===== config.mk =====
export PLATFORM = sky130hd
export DESIGN_NAME = mips_avalon_arbiter
export DESIGN_NICKNAME = d
export VERILOG_FILES = /design/src/rtl/mips_avalon_pkg.sv /design/src/rtl/mips_rr_arb2.sv /design/src/rtl/mips_avalon_arbiter.sv
export SDC_FILE = /design/constraint.sdc
export NUM_CORES = 1
export LEC_CHECK = 0
export ABC_CLOCK_PERIOD_IN_PS = 5400
export BUFFER_PORTS_ARGS = -buffer_cell sky130_fd_sc_hd__buf_2
export CORE_AREA = 4 4 118 120
export CTS_CLUSTER_DIAMETER = 150
export CTS_CLUSTER_SIZE = 14
export DETAILED_ROUTE_END_ITERATION = 8
export DIE_AREA = 0 0 122 124
export PLACE_DENSITY = 0.71
export SETUP_SLACK_MARGIN = 0.5
export SLEW_MARGIN = 40
export SYNTH_ARGS = -nofsm -noshare
export SYNTH_HDL_FRONTEND = slang
export SYNTH_SLANG_ARGS = --single-unit
export TNS_END_PERCENT = 1

===== constraint.sdc =====
create_clock -name clk -period 5.4 [get_ports clk]
set_clock_uncertainty 0.15 [all_clocks]
set_input_delay 0.81 -clock clk [delete_from_list [all_inputs] [get_ports clk]]
set_output_delay 0.81 -clock clk [all_outputs]
set_load 0.05 [all_outputs]

===== src/rtl/mips_avalon_pkg.sv =====
// Shared types for the MIPS Avalon bus fabric.
// Arbiter state, registered slave command bundle and boot address.
package mips_avalon_pkg;

    typedef enum logic {
        IDLE = 1'b0,
        BUSY = 1'b1
    } arb_state_t;

    typedef struct packed {
        logic [31:0] address;
        logic [31:0] writedata;
        logic [3:0]  byteenable;
        logic        read;
        logic        write;
    } avalon_cmd_t;

    localparam logic [31:0] RESET_VECTOR = 32'hBFC00000;

    // A write always beats a read raised in the same cycle.
    function automatic avalon_cmd_t make_cmd(
        input logic [31:0] address,
        input logic [31:0] writedata,
        input logic [3:0]  byteenable,
        input logic        read,
        input logic        write
    );
        avalon_cmd_t c;
        c.address    = address;
        c.writedata  = writedata;
        c.byteenable = byteenable;
        c.read       = read & ~write;
        c.write      = write;
        return c;
    endfunction

endpackage


===== src/rtl/mips_rr_arb2.sv =====
// Two-way round-robin arbiter, purely combinational.
// On a tie the master that was not served last wins.
module mips_rr_arb2 (
    input  logic [1:0] req,
    input  logic       last_grant,
    output logic       grant,
    output logic       any_req
);

    assign any_req = |req;

    always_comb begin
        grant = 1'b0;
        unique case (1'b1)
            (req == 2'b11): grant = ~last_grant;
            (req == 2'b10): grant = 1'b1;
            default:        grant = 1'b0;
        endcase
    end

endmodule


===== src/rtl/mips_avalon_arbiter.sv =====
// Shares one Avalon slave between instruction fetch (M0) and data (M1).
// Registered command toward the slave, watchdog-aborted stuck transfers.
module mips_avalon_arbiter #(
    parameter int TIMEOUT_CYCLES = 64
) (
    input  logic        clk,
    input  logic        rst,
    input  logic [31:0] m0_address,
    input  logic        m0_read,
    input  logic        m0_write,
    input  logic [31:0] m0_writedata,
    input  logic [3:0]  m0_byteenable,
    output logic        m0_waitrequest,
    output logic [31:0] m0_readdata,
    input  logic [31:0] m1_address,
    input  logic        m1_read,
    input  logic        m1_write,
    input  logic [31:0] m1_writedata,
    input  logic [3:0]  m1_byteenable,
    output logic        m1_waitrequest,
    output logic [31:0] m1_readdata,
    output logic [31:0] s_address,
    output logic        s_read,
    output logic        s_write,
    output logic [31:0] s_writedata,
    output logic [3:0]  s_byteenable,
    input  logic        s_waitrequest,
    input  logic [31:0] s_readdata,
    output logic        timeout
);
    import mips_avalon_pkg::*;

    localparam bit WD_EN = (TIMEOUT_CYCLES != 0);
    localparam int WDW =
        (TIMEOUT_CYCLES > 0) ? $clog2(TIMEOUT_CYCLES + 1) : 1;
    localparam int WD_LAST_I =
        (TIMEOUT_CYCLES > 0) ? TIMEOUT_CYCLES - 1 : 0;
    localparam logic [WDW-1:0] WD_LAST = WD_LAST_I[WDW-1:0];

    arb_state_t      state;
    arb_state_t      state_nxt;
    logic            grant_q;
    logic            last_grant;
    logic [WDW-1:0]  wd_count;
    avalon_cmd_t     cmd_q;
    avalon_cmd_t     cmd_sel;

    logic [1:0]      req;
    logic            arb_grant;
    logic            any_req;
    logic            busy;
    logic            done;
    logic            abort;
    logic            release_m;
    logic [31:0]     rdata;

    assign req = {m1_read | m1_write, m0_read | m0_write};

    mips_rr_arb2 u_arb (
        .req        (req),
        .last_grant (last_grant),
        .grant      (arb_grant),
        .any_req    (any_req)
    );

    always_comb begin
        if (arb_grant) begin
            cmd_sel = make_cmd(m1_address, m1_writedata,
                               m1_byteenable, m1_read, m1_write);
        end else begin
            cmd_sel = make_cmd(m0_address, m0_writedata,
                               m0_byteenable, m0_read, m0_write);
        end
    end

    assign busy  = (state == BUSY);
    assign done  = busy & ~s_waitrequest;
    assign abort = WD_EN & busy & s_waitrequest
                 & (wd_count == WD_LAST);
    assign release_m = done | abort;

    always_ff @(posedge clk) begin
        if (rst) begin
            state <= IDLE;
        end else begin
            state <= state_nxt;
        end
    end

    always_comb begin
        state_nxt = state;
        unique case (state)
            IDLE:    if (any_req) state_nxt = BUSY;
            BUSY:    if (release_m) state_nxt = IDLE;
            default: state_nxt = IDLE;
        endcase
    end

    // Command bundle is captured once on the grant edge and then frozen.
    always_ff @(posedge clk) begin
        if (rst) begin
            grant_q    <= 1'b0;
            last_grant <= 1'b1;
            wd_count   <= '0;
            cmd_q      <= '0;
        end else begin
            unique case (state)
                IDLE: begin
                    if (any_req) begin
                        cmd_q      <= cmd_sel;
                        grant_q    <= arb_grant;
                        last_grant <= arb_grant;
                        wd_count   <= '0;
                    end
                end
                BUSY: begin
                    if (release_m) begin
                        cmd_q.read  <= 1'b0;
                        cmd_q.write <= 1'b0;
                    end else begin
                        wd_count <= wd_count + WDW'(1);
                    end
                end
                default: begin
                    cmd_q.read  <= 1'b0;
                    cmd_q.write <= 1'b0;
                end
            endcase
        end
    end

    assign rdata = abort ? 32'h0 : s_readdata;

    always_comb begin
        m0_waitrequest = 1'b1;
        m0_readdata    = 32'h0;
        m1_waitrequest = 1'b1;
        m1_readdata    = 32'h0;
        if (release_m) begin
            if (grant_q) begin
                m1_waitrequest = 1'b0;
                m1_readdata    = rdata;
            end else begin
                m0_waitrequest = 1'b0;
                m0_readdata    = rdata;
            end
        end
    end

    assign timeout      = abort;
    assign s_address    = cmd_q.address;
    assign s_read       = cmd_q.read;
    assign s_write      = cmd_q.write;
    assign s_writedata  = cmd_q.writedata;
    assign s_byteenable = cmd_q.byteenable;

endmodule


==> flow_metrics.py, run 1 <==
metrics = {
    "place": {
        "dp.final_hpwl_um": 10720,
        "place.gp.congestion": 0.8168,
        "portBuffers": 311,
    },
    "grt": {
        "grt_max_degree": 66,
        "grt_pass1_wl_um": 19620,
        "gr-total-overflow": 0,
        "grt_pass1_vias": 3909,
        "antenna_found_initial": 0,
        "grt_use_total": 0.1629,
    },
    "setup_path": {
        "cp.required_ns": 4.44,
        "rr_endpoint": "s_address[6]",
        "end_kind": "output pin",
        "crit_fanout": 22,
        "criticalPathCategory": "reg2out",
        "ff2ff_setup_slack_ns": 2.96,
        "crit_arrival_ns": 2.53,
        "reg2reg_depth": 5,
        "crit_path_start_kind": "register",
        "rr_startpoint": "busy",
    },
    "flow_run": {
        "cap_violations": 0,
    },
    "finish": {
        "antenna_cells": 0,
        "fin_nets": 920,
        "drive_gt1_frac": 0.6048,
        "area_growth_pct": 39.96,
    },
    "clocking": {
        "htree_levels": 3,
        "cts_setup_buffers": 0,
        "post_cts_resized": 0,
        "cts_sinks": 80,
        "cts_tree": "done",
        "cts_buffers": 9,
        "clock_latency_ns": 0.32,
        "clk_path_buf_depth": 2,
        "path_clk_slew_ns": 0.06,
        "cts_root_buffer": "clkbuf_16",
        "ctsHoldBuffers": 0,
    },
    "synthesis": {
        "synth_seq_cells": 80,
        "synth.avg_cell_area_um2": 9.974,
        "synthFlopType": "dfxtp_1",
        "synth_cell_type_count": 37,
        "synth-edff-count": 0,
        "synth_area_mm2": 0.004618,
        "ys_warn_count": 0,
        "yosys-top-cells-area": "dfxtp_1 (35%), a211oi_2 (18%), mux2i_1 (15%)",
        "synthDominantCellAreaShare": 0.3468,
        "synth.largest_area_cell": "dfxtp_1",
        "ys_seq_area_frac": 0.3468,
        "synth_fp_nets": 639,
        "synth-async-reset-ratio": 0,
        "syn_inst": 463,
    },
    "die": {
        "initial_utilization": 0.3558,
        "core_area_mm2": 0.01298,
        "io_pins": 312,
        "dieArea_mm2": 0.01513,
        "die_h_um": 124,
        "num_rows": 42,
        "die_x_um": 122,
    },
    "power": {
        "ir_drop_uv": 190.5,
        "p_leak_nw": 3.523,
        "power_density_mw_per_mm2": 308.9,
    },
    "timing": {
        "hold_slack_ns": 0.3246,
        "rsz0062_at_grt": "no",
        "fin_crit_ns": 3.492,
        "tightest_slew_ns": 0.7045,
        "slew_headroom": 0.5304,
        "fmax_mhz": 286.3,
        "fin_setup_tns_ns": 0,
        "period_share": 0.6468,
        "drv_slew": 0,
        "final_hold_viol_count": 0,
        "finalSetupViolCount": 0,
    },
    "detailed_routing": {
        "drc_errors": 0,
        "vias": 4444,
        "wirelength_um": 13580,
        "drtIter0Drc": 137,
        "dr.pass1.iters": 6,
        "ant_nets": 0,
        "wl_per_cell_um": 14.68,
        "avgViaCountPerCell": 4.804,
    },
    "hold_path": {
        "worstHoldStart": "wd_count[6]",
        "whs_endpoint": "wd_count[6]",
        "min_path_type": "reg2reg",
        "whs_path_depth": 2,
    },
    "outcome": {
        "status": "finished clean",
    },
}
-- stage by stage --
| stage | worst slack [ns] | utilization | power (W) | cells | instance area, µm² |
|---|---|---|---|---|---|
| after floorplan | 2.524 | - | 0.001206 | 463 | 4618 |
| after global placement | 2.082 | 0.4701 | 0.001357 | 906 | 6102 |
| after detailed placement | 2.259 | 0.4731 | 0.001365 | 909 | 6141 |
| after CTS | 1.902 | 0.4980 | 0.002020 | 925 | 6464 |
| after global routing | 1.732 | 0.4980 | 0.002092 | 925 | 6464 |
| final | 1.908 | 0.4980 | 0.001996 | 925 | 6464 |
-- cell usage in the layout (no fill, tap or decap), types with 2 or more instances in the layout --
cell type / count
a211oi_2: 68
nand2_1: 8
o21ai_0: 4
bufinv_16: 2
a211oi_1: 2
nand2b_1: 2
clkinvlp_4: 2
buf_2: 310
nor3_1: 3
and3_1: 22
nor2_1: 71
a211oi_4: 2
inv_1: 6
a21oi_1: 8
dfxtp_1: 80
buf_4: 7
nand3_1: 6
clkbuf_16: 9
and3_2: 42
mux2i_1: 68
a31oi_1: 4
-- layout make-up --
type	count	area, µm²
Multi-Input combinational cell	328	2661
Timing Repair Buffer	319	1635
Fill cell	1234	6516
Clock inverter	5	80.08
Sequential cell	80	1602
Tap cell	176	220.2
Clock buffer	11	242.7
Inverter	6	22.52
-- registers in the layout, summed over array words and instances, names as in the netlist --
register      cells
s_byteenable      4
s_writedata      32
s_address        32
busy              1
s_write           1
s_read            1
last_grant        1
wd_count          7
grant_q           1
-- worst max-delay path, stage by stage, from the launching register on --
cell	delay, ns
dfxtp_1	0.37
ha_1	0.24
and4b_4	0.29
nand3_4	0.12
a211oi_4	0.45
buf_4	0.29
and3_2	0.20
buf_2	0.25
-- power breakdown --
part	switching, W	internal [W]
Combinational	0.000458	0.000209
Clock	0.000232	0.000417
Sequential	0.0000306	0.000650
-- Yosys cell counts, types with 4 or more instances --
cell and count:
dfxtp_1 80, nor2_1 71, a211oi_2 68, mux2i_1 68, and3_2 42, and3_1 22, buf_6 18, clkbuf_1 11
clkbuf_2 11, buf_2 9, a21oi_1 8, nand2_1 8, inv_1 6, nand3_1 6, o21ai_0 5, a31oi_1 4
-- cell families after synthesis --
family          count (synthesis)  share of synthesized area
simple gates                  163                     0.1940
compound gates                 96                     0.2297
flops                          80                     0.3468
mux                            68                     0.1474
buf+inv                        55                    0.07938
fa+ha+maj                       1                   0.002709
-- routing by layer --
metal	track usage	part of all wire	vias up
met5	0	0	-
met4	0.04482	0.011	0
met3	0.04859	0.097	10
met2	0.3066	0.52	190
met1	0.1773	0.37	1997
li1	-	-	2247
-- worst max path at each step --
stage / start / to / cells after the start
global placement: wd_count[0] / m1_readdata[16] / 6
floorplan: wd_count[0] / m0_readdata[22] / 6
global route: wd_count[0] / m1_readdata[20] / 7
CTS: wd_count[0] / m1_readdata[9] / 7
finish: wd_count[0] / m1_readdata[4] / 7
detailed placement: wd_count[0] / m1_readdata[9] / 7
Note: power is estimated with default switching activity, not from simulation.
==> run 2, diff against run 1 <==
ABC_CLOCK_PERIOD_IN_PS = 3100   (was 5400)
CORE_AREA = 4 4 119 121   (was 4 4 118 120)
DIE_AREA = 0 0 123 125   (was 0 0 122 124)
PLACE_DENSITY = 0.72   (was 0.71)
clock period = 3.1 ns   (was 5.4 ns; I/O delays follow)
==> run 2 against run 1 <==
Against the previous run: worst hold slack got worse by 0.025 ns; clock power increased by 63%; sequential power increased by 75%; sequential share of layout area decreased by 2.5 points; highest routed layer unchanged; sequential cell count unchanged; largest power group is now combinational logic; critical path type unchanged; via count increased by 4.6%; final cell count increased by 1.5%; worst setup slack got worse by 1.6 ns.
==> flow_metrics.py, run 2 (synthesis results as in run 1) <==
metrics = {
    "outcome": {
        "status": "finished clean",
    },
    "timing": {
        "tightest_slew_ns": 0.6189,
        "rsz0062_at_grt": "yes",
        "fin_crit_ns": 2.764,
        "slew_headroom": 0.5874,
        "finalSetupViolCount": 0,
        "fmax_mhz": 361.8,
        "period_share": 0.8915,
        "fin_setup_tns_ns": 0,
        "final_hold_viol_count": 0,
        "drv_slew": 0,
    },
    "die": {
        "dieArea_mm2": 0.01538,
        "die_x_um": 123,
        "die_h_um": 125,
        "initial_utilization": 0.3529,
        "core_area_mm2": 0.01309,
        "io_pins": 312,
        "num_rows": 42,
    },
    "setup_path": {
        "crit_fanout": 8,
        "crit_arrival_ns": 2.15,
        "end_kind": "output pin",
        "critPathMaxStageDelay_ns": 0.36,
        "slowest_stage": "dfxtp_2",
        "path_common_cell": "buf_6",
        "cp.depth": 8,
        "crit_path_start_kind": "register",
        "reg2reg_depth": 5,
        "criticalPathCategory": "reg2out",
        "cp.required_ns": 2.48,
        "crit_family": "simple AND/OR/NAND/NOR gates",
        "crit_chain": "ha_4, and4b_4, nand3_4, a211oi_4, buf_6, buf_6, and3_4, buf_8",
        "critPathBufInv": 3,
    },
    "finish": {
        "area_growth_pct": 55.70,
        "fin_nets": 933,
        "fill_cells": 1167,
        "final_common_cell": "buf_2",
        "most-common-layout-cells": "buf_2 (246), dfxtp_1 (78), nor2_1 (71)",
        "drive_gt1_frac": 0.6224,
        "final_area_mm2": 0.007191,
    },
    "detailed_routing": {
        "drtIter0Drc": 178,
        "dr.pass1.iters": 4,
        "vias": 4649,
        "drc_errors": 0,
        "wirelength_um": 16130,
        "ant_nets": 0,
        "wl_per_cell_um": 17.18,
        "avgViaCountPerCell": 4.951,
    },
    "place": {
        "dpl_cell_area_mm2": 0.006162,
        "dp.final_hpwl_um": 10650,
        "portBuffers": 311,
        "place.gp.congestion": 0.7932,
    },
    "clocking": {
        "path_clk_slew_ns": 0.06,
        "cts_root_buffer": "clkbuf_16",
        "htree_levels": 3,
        "cts_tree": "done",
        "ctsHoldBuffers": 0,
        "cts_buffers": 9,
        "clk_path_buf_depth": 2,
        "cts_sinks": 80,
        "clock_latency_ns": 0.33,
    },
    "grt": {
        "grt_max_degree": 89,
        "gr-total-overflow": 0,
        "antenna_found_initial": 3,
        "grt_use_total": 0.1958,
        "grt_pass1_wl_um": 23830,
        "grt_pass1_vias": 4533,
    },
    "flow_run": {
        "cap_violations": 0,
    },
    "power": {
        "p_leak_nw": 3.641,
        "power_density_mw_per_mm2": 488.0,
        "ir_drop_uv": 230.8,
    },
    "hold_path": {
        "whs_path_depth": 2,
        "min_path_type": "reg2reg",
    },
}
==> run 2: changes by cell type in the layout (fill, tap and decap cells not counted), sizes merged <==
cell,delta
buf,+13
diode,+3
clkinvlp,-2
bufinv,-1
clkbuf,+1
clkinv,-1
inv,+1
==> run 2: routing by layer <==
metal | global-route usage | share of wire | routed length [µm] | vias to the layer above
li1 | - | - | - | 2274
met1 | 0.2097 | 0.37 | 5939 | 2104
met2 | 0.3458 | 0.50 | 8011 | 230
met3 | 0.05149 | 0.092 | 1487 | 41
met4 | 0.1068 | 0.043 | 696 | 0
met5 | 0 | 0 | 0 | -
==> run 2: worst min-delay path, delay by kind of cell (launching register included) <==
family | cells | cell delay, ns
compound gates | 1 | 0.04
flops | 1 | 0.31
simple gates | 1 | 0.06
==> run 2: worst paths after layout <==
kind	from	to	slack [ns]
max	wd_count[1]	m0_readdata[10]	0.34
min	wd_count[6]	wd_count[6]	0.30
max reg2reg	busy	s_writedata[17]	1.12
min reg2reg	wd_count[6]	wd_count[6]	0.30
==> run 2: power breakdown <==
| part | switching, W | internal (W) | total (W) |
|---|---|---|---|
| combinational | 0.000830 | 0.000428 | 0.00126 |
| clock | 0.000402 | 0.000662 | 0.00106 |
| sequential | 0.0000542 | 0.00113 | 0.00119 |
| total | 0.00129 | 0.00222 | 0.00351 |
==> run 2: timing repair <==
item / CTS / global route
pin swaps: 15 / 0
buffers inserted: 6 / 0
gates cloned: 7 / 0
gates resized for setup: 194 / 0
setup endpoints to repair: 67 / 67
==> run 2: layout make-up <==
cell class                 count  area (µm²)  share of cell area
multi-input combinational    328        2776              0.3861
timing repair buffer         332        2265              0.3149
sequential                    80        1604              0.2231
clock buffer                  12       256.5             0.03567
tap                          176       220.2             0.03062
clock inverter                 2       38.79            0.005394
inverter                       6       22.52            0.003132
antenna                        3       7.507            0.001044
==> run 2: per-stage QoR <==
| step | setup WS, ns | hold slack, ns | util | power (W) | instances |
|---|---|---|---|---|---|
| floorplan | 0.5687 | 0.2727 | - | 0.002101 | 463 |
| global placement | 0.4954 | 0.2875 | 0.4709 | 0.002375 | 909 |
| detailed placement | 0.4847 | 0.2943 | 0.4709 | 0.002385 | 909 |
| CTS | 0.3954 | 0.2770 | 0.5490 | 0.003549 | 936 |
| global route | 0.2745 | 0.3155 | 0.5495 | 0.003672 | 939 |
| finish | 0.3364 | 0.2993 | 0.5495 | 0.003509 | 939 |
